`src/rtl/uart_pkg.sv`:
```
// Shared UART definitions: FSM state encoding, frame geometry and baud-timing helpers.
// The transmitter and the receiver both import this package.
package uart_pkg;

  typedef enum logic [1:0] {
    IDLE  = 2'd0,
    START = 2'd1,
    DATA  = 2'd2,
    STOP  = 2'd3
  } uart_state_t;

  localparam int FRAME_BITS = 10;
  localparam int DATA_BITS  = 8;

  function automatic int symbol_edge_time(input int clock_freq, input int baud_rate);
    return clock_freq / baud_rate;
  endfunction

  // A width of at least one bit keeps degenerate parameter sets elaborating up to the range check.
  function automatic int clock_counter_width(input int edge_time);
    return (edge_time < 2) ? 1 : $clog2(edge_time);
  endfunction

endpackage

```
`src/rtl/uart_baud_counter.sv`:
```
// Bit-period timer: counts 0..SYMBOL_EDGE_TIME-1 while enabled and pulses bit_done on the last count.
// The receiver instantiates this same block.
module uart_baud_counter
  import uart_pkg::*;
#(
  parameter int SYMBOL_EDGE_TIME = 434
) (
  input  logic clk,
  input  logic rst,
  input  logic clear,
  input  logic enable,
  output logic bit_done
);

  localparam int CW = clock_counter_width(SYMBOL_EDGE_TIME);
  localparam logic [CW-1:0] LAST_COUNT = CW'(SYMBOL_EDGE_TIME - 1);

  logic [CW-1:0] count_r;

  assign bit_done = enable && (count_r == LAST_COUNT);

  // Count register; it holds at zero outside a frame, so each frame starts with a fresh phase.
  always_ff @(posedge clk or posedge rst) begin
    if (rst) begin
      count_r <= '0;
    end else if (clear || bit_done) begin
      count_r <= '0;
    end else if (enable) begin
      count_r <= count_r + CW'(1);
    end else begin
      count_r <= count_r;
    end
  end

endmodule

```
`src/rtl/uart_transmitter.sv`:
```
// 8N1 UART transmitter: accepts a byte over ready/valid and shifts it out LSB first
// on serial_out, framed by a low start bit and a high stop bit.
module uart_transmitter
  import uart_pkg::*;
#(
  parameter int CLOCK_FREQ = 50_000_000,
  parameter int BAUD_RATE  = 115_200
) (
  input  logic       clk,
  input  logic       rst,
  input  logic [7:0] data_in,
  input  logic       data_in_valid,
  output logic       data_in_ready,
  output logic       serial_out
);

  localparam int SYMBOL_EDGE_TIME = symbol_edge_time(CLOCK_FREQ, BAUD_RATE);
  localparam logic [2:0] LAST_BIT = 3'(DATA_BITS - 1);

  if (SYMBOL_EDGE_TIME < 2) begin : g_bad_baud
    $error("uart_transmitter: CLOCK_FREQ/BAUD_RATE must be at least 2");
  end

  uart_state_t                 state_r,   state_s;
  logic [FRAME_BITS-2:0]       shift_r,   shift_s;
  logic [2:0]                  bit_cnt_r, bit_cnt_s;
  logic                        serial_r,  serial_s;
  logic                        handshake_s;
  logic                        bit_done_s;

  assign data_in_ready = (state_r == IDLE);
  assign handshake_s   = data_in_valid && data_in_ready;
  assign serial_out    = serial_r;

  uart_baud_counter #(
    .SYMBOL_EDGE_TIME(SYMBOL_EDGE_TIME)
  ) u_baud (
    .clk     (clk),
    .rst     (rst),
    .clear   (handshake_s),
    .enable  (state_r != IDLE),
    .bit_done(bit_done_s)
  );

  // FSM, frame shifter and line register; the start bit goes on the line at the accepting edge.
  always_ff @(posedge clk or posedge rst) begin
    if (rst) begin
      state_r   <= IDLE;
      shift_r   <= '0;
      bit_cnt_r <= 3'd0;
      serial_r  <= 1'b1;
    end else begin
      state_r   <= state_s;
      shift_r   <= shift_s;
      bit_cnt_r <= bit_cnt_s;
      serial_r  <= serial_s;
    end
  end

  // Next-state logic; shift_r holds the not-yet-sent frame bits {stop, data[7:0]}.
  always_comb begin
    state_s   = state_r;
    shift_s   = shift_r;
    bit_cnt_s = bit_cnt_r;
    serial_s  = serial_r;
    case (state_r)
      IDLE: begin
        if (handshake_s) begin
          state_s   = START;
          shift_s   = {1'b1, data_in};
          bit_cnt_s = 3'd0;
          serial_s  = 1'b0;
        end else begin
          serial_s  = 1'b1;
        end
      end
      START: begin
        if (bit_done_s) begin
          state_s   = DATA;
          serial_s  = shift_r[0];
          shift_s   = {1'b1, shift_r[FRAME_BITS-2:1]};
          bit_cnt_s = 3'd0;
        end else begin
          state_s   = START;
        end
      end
      DATA: begin
        if (bit_done_s) begin
          serial_s = shift_r[0];
          shift_s  = {1'b1, shift_r[FRAME_BITS-2:1]};
          if (bit_cnt_r == LAST_BIT) begin
            state_s   = STOP;
            bit_cnt_s = 3'd0;
          end else begin
            bit_cnt_s = bit_cnt_r + 3'd1;
          end
        end else begin
          state_s = DATA;
        end
      end
      STOP: begin
        if (bit_done_s) begin
          state_s  = IDLE;
          serial_s = 1'b1;
        end else begin
          state_s  = STOP;
        end
      end
      default: begin
        state_s   = IDLE;
        shift_s   = '0;
        bit_cnt_s = 3'd0;
        serial_s  = 1'b1;
      end
    endcase
  end

endmodule

```
`config.mk`:
```
export PLATFORM = sky130hd
export DESIGN_NAME = uart_transmitter
export DESIGN_NICKNAME = d
export VERILOG_FILES = /design/src/rtl/uart_pkg.sv /design/src/rtl/uart_baud_counter.sv /design/src/rtl/uart_transmitter.sv
export SDC_FILE = /design/constraint.sdc
export NUM_CORES = 1
export LEC_CHECK = 0
export CAP_MARGIN = 20
export CORE_UTILIZATION = 50
export CTS_BUF_LIST = sky130_fd_sc_hd__clkbuf_4 sky130_fd_sc_hd__clkbuf_8
export DETAILED_ROUTE_END_ITERATION = 8
export PLACE_DENSITY_LB_ADDON = 0.05
export REMOVE_ABC_BUFFERS = 1
export SYNTH_ARGS = -nofsm -noshare
export SYNTH_HDL_FRONTEND = slang
export SYNTH_SLANG_ARGS = --single-unit
```
`constraint.sdc`:
```
create_clock -name clk -period 3.9 [get_ports clk]
set_input_delay 0.78 -clock clk [delete_from_list [all_inputs] [get_ports clk]]
set_output_delay 0.78 -clock clk [all_outputs]
set_load 0.1 [all_outputs]
```
==> results.md <==
- First-pass GRT wire length: 3.808 mm
- Layout cells sized above 1: 21.48%
- CTS root buffer: clkbuf_4
- Hold buffer count at CTS: 0
- Post-Route Setup TNS: 0 ns
- Pre-Repair DR Iteration Count: 4
- Pin count of the biggest net entering global routing: 25
- Clock sink count: 24
- Slew Limit Fails: 0
- Reg clk slew, reported paths: 0.14 ns
- Placer congestion estimate: 0.7876
- Most numerous cell in the Yosys netlist: dfrtp_1
- Placed inst area: 0.001511 mm2
- Die Span Y: 54.66 um
- Critical Path Start Type: flip-flop
- Via density: 5.667
- # fillers: 219
- Ys async rst share: 100.0%
- Cell chain of the critical path: inv_1, ha_1, or4b_1, or4_4, a21o_1, mux2_4
- Area growth syn-to-layout: 11.19%
- Peak supply drop: 0.4049 mV
- H-Tree Depth: 1
- Top cells by area, synth: dfrtp_1 42%, mux2_2 8.9%, mux2_4 8.7%
- DR iter-0 viols: 13
- Die area: 0.002987 mm2
- Hpwl dp: 1.739 mm
- #FFs+latches synth: 24
- Crit Path Category: flip-flop to flip-flop
- RSZ-0062 raised after global routing: false
- Minimum clock period: 2.777 ns
- Hold Vio Cnt, Final: 0
- Fin worst setup slack: 1.123 ns
- Worst path slowest cell: or4_4
- Post-DR wirelength/cell: 14.58 um
- Storage cell area: 601.8 um2
- Number of synthesized flops with an enable pin: 0
- Post-Syn Instances: 123
- Yosys top cell area share: 41.52%
- Number of global-route vias before repair: 868
- Setup violations, final: 0
- Achievable Freq: 0.3601 GHz
- ANT nets after route: 0
- Dpl ws: 1.165 ns
- Max-slew headroom: 35.76%
- Type of destination of the critical path: flip-flop
- Post-CTS Setup Bufs: 0
- Clock latency on the worst-skew pair: 0.32 ns
- Die width: 54.66 um
- Initial antenna violation count: 0
- Crit-path max FO: 9
- NumNets Final: 156
- Worst Tran Pin Value: 0.9605 ns
- WP data required: 4.11 ns
- FP Rows: 18
- ANT cells: 0
- Routed wire length: 2.405 mm
- Vias: 935
- Sequential fraction of the synthesis area: 43.41%
- Status: completed
- Initial cell density of the core: 54.47%
- Leak: 0.6941 nW
- Ys Warns: 0
- Yosys cell types: 33
- Drt drc: 0
- Num CTS Buffers: 3
- Hold Crit Class: flip-flop to flip-flop
- Multi-input gate area: 732.0 um2
- Cell Pwr Density: 550.9 mW/mm2
- Tot GR Track Use: 18.20%
- Syn Area/Cell: 11.27 um2
- GR Overflow Total: 0
- Met1 usage: 25.00%
- Port-buffer cells: 12
- GRT met2 Usage: 28.31%
- Max incr delay on CP: 0.57 ns
- Clk_skew: 0.01227 ns
- Synthesized cell area: 0.001386 mm2
- Final Cell Area: 0.001541 mm2
- Worst EP arrival: 2.98 ns
- CTS tree: built
- GRT Max-Usage Layer: met2
- Number of max-cap violations: 0
- Period utilization: 71.20%
- Top cells by count, synth: 23 x dfrtp_1, 11 x mux2_2, 10 x nor2_1
- Met3 usage: 3.333%
- Core Region: 0.002545 mm2
- Post-synth top area cell: dfrtp_1
- Hold WS: 0.4761 ns
- Clock Tree Buf Depth: 2
- Most used DFF post-synth: dfrtp_1
- I/O pin cnt: 13
- CTS resizes: 0
critical path: cells and delay by family, from the launching register on:
family                     cells  cell delay, ns
and+or+nand+nor                2            1.09
DFF                            1            0.43
AOI/OAI and AO/OA              1            0.39
muxes                          1            0.36
adders and majority gates      1            0.29
buffers and inverters          1            0.10
cell families after synthesis:
group	after synthesis	share of synthesized area, %
buffers and inverters	10	3.791
flip-flops	24	43.41
adder cells (fa/ha/maj)	9	8.123
AND/OR/NAND/NOR	37	14.17
XOR/XNOR	4	2.528
multiplexers	22	19.77
AO/OA/AOI/OAI	17	8.213
layout make-up:
cell class	instances	share of cell area, %
multi-input combinational	89	47.48
sequential	24	39.04
timing repair buffer	12	7.630
tap	30	2.435
clock buffer	4	1.948
inverter	6	1.461
per-stage QoR:
step           power [mW]  cells  utilization (%)
2_1_floorplan      0.6604    119                -
3_3_place_gp       0.7209    161            59.39
3_5_place_dp       0.7327    161            59.39
4_1_cts            0.8598    165            60.57
5_1_grt            0.9071    165            60.57
6_report           0.8493    165            60.57
routing by layer:
metal | vias to the layer above | part of all wire, %
li1 | 459 | -
met1 | 464 | 49
met2 | 8 | 48
met3 | 4 | 1.5
met4 | 0 | 1.2
met5 | - | 0
layout by cell type, fill, tap and decap left out, types with 2 or more instances in the layout:
cell | synthesis | layout
nor2_1 | 10 | 10
nor3_1 | 2 | 2
nand2_1 | 7 | 7
clkbuf_4 | 0 | 4
nand4_1 | 3 | 3
or3_1 | 2 | 2
mux2_2 | 11 | 11
mux2_4 | 8 | 8
ha_1 | 9 | 9
clkdlybuf4s50_1 | 0 | 11
dfrtp_1 | 23 | 23
mux2i_1 | 3 | 3
inv_1 | 6 | 6
a21oi_1 | 5 | 5
xnor2_1 | 3 | 3
nor4_1 | 3 | 3
o21ai_0 | 7 | 7
nand2b_1 | 2 | 2
power by group:
group	leakage, nW	total (mW)	switching (mW)	internal, mW
logic	0.381	0.314	0.144	0.170
registers	0.295	0.414	0.0737	0.340
clock network	0.0184	0.122	0.0748	0.0469
total	0.694	0.849	0.292	0.557
sequential cells by signal, summed over array words and instances, names as in the netlist:
signal,cells
shift_r,9
u_baud.count_r,9
state_r,2
serial_out,1
bit_cnt_r,3
worst paths after layout:
| check | start | end | slack, ns | cells after the start |
|---|---|---|---|---|
| max reg2reg | state_r[1] | shift_r[4] | 1.12 | 6 |
| max in group asynchronous | rst | bit_cnt_r[1] | 2.39 | 2 |
| min in group asynchronous | rst | shift_r[8] | 0.94 | 2 |
| min reg2reg | shift_r[8] | shift_r[8] | 0.48 | 1 |
| min | shift_r[8] | shift_r[8] | 0.48 | 1 |
| max | state_r[1] | shift_r[4] | 1.12 | 6 |
Power figures use the tool's default switching activity.
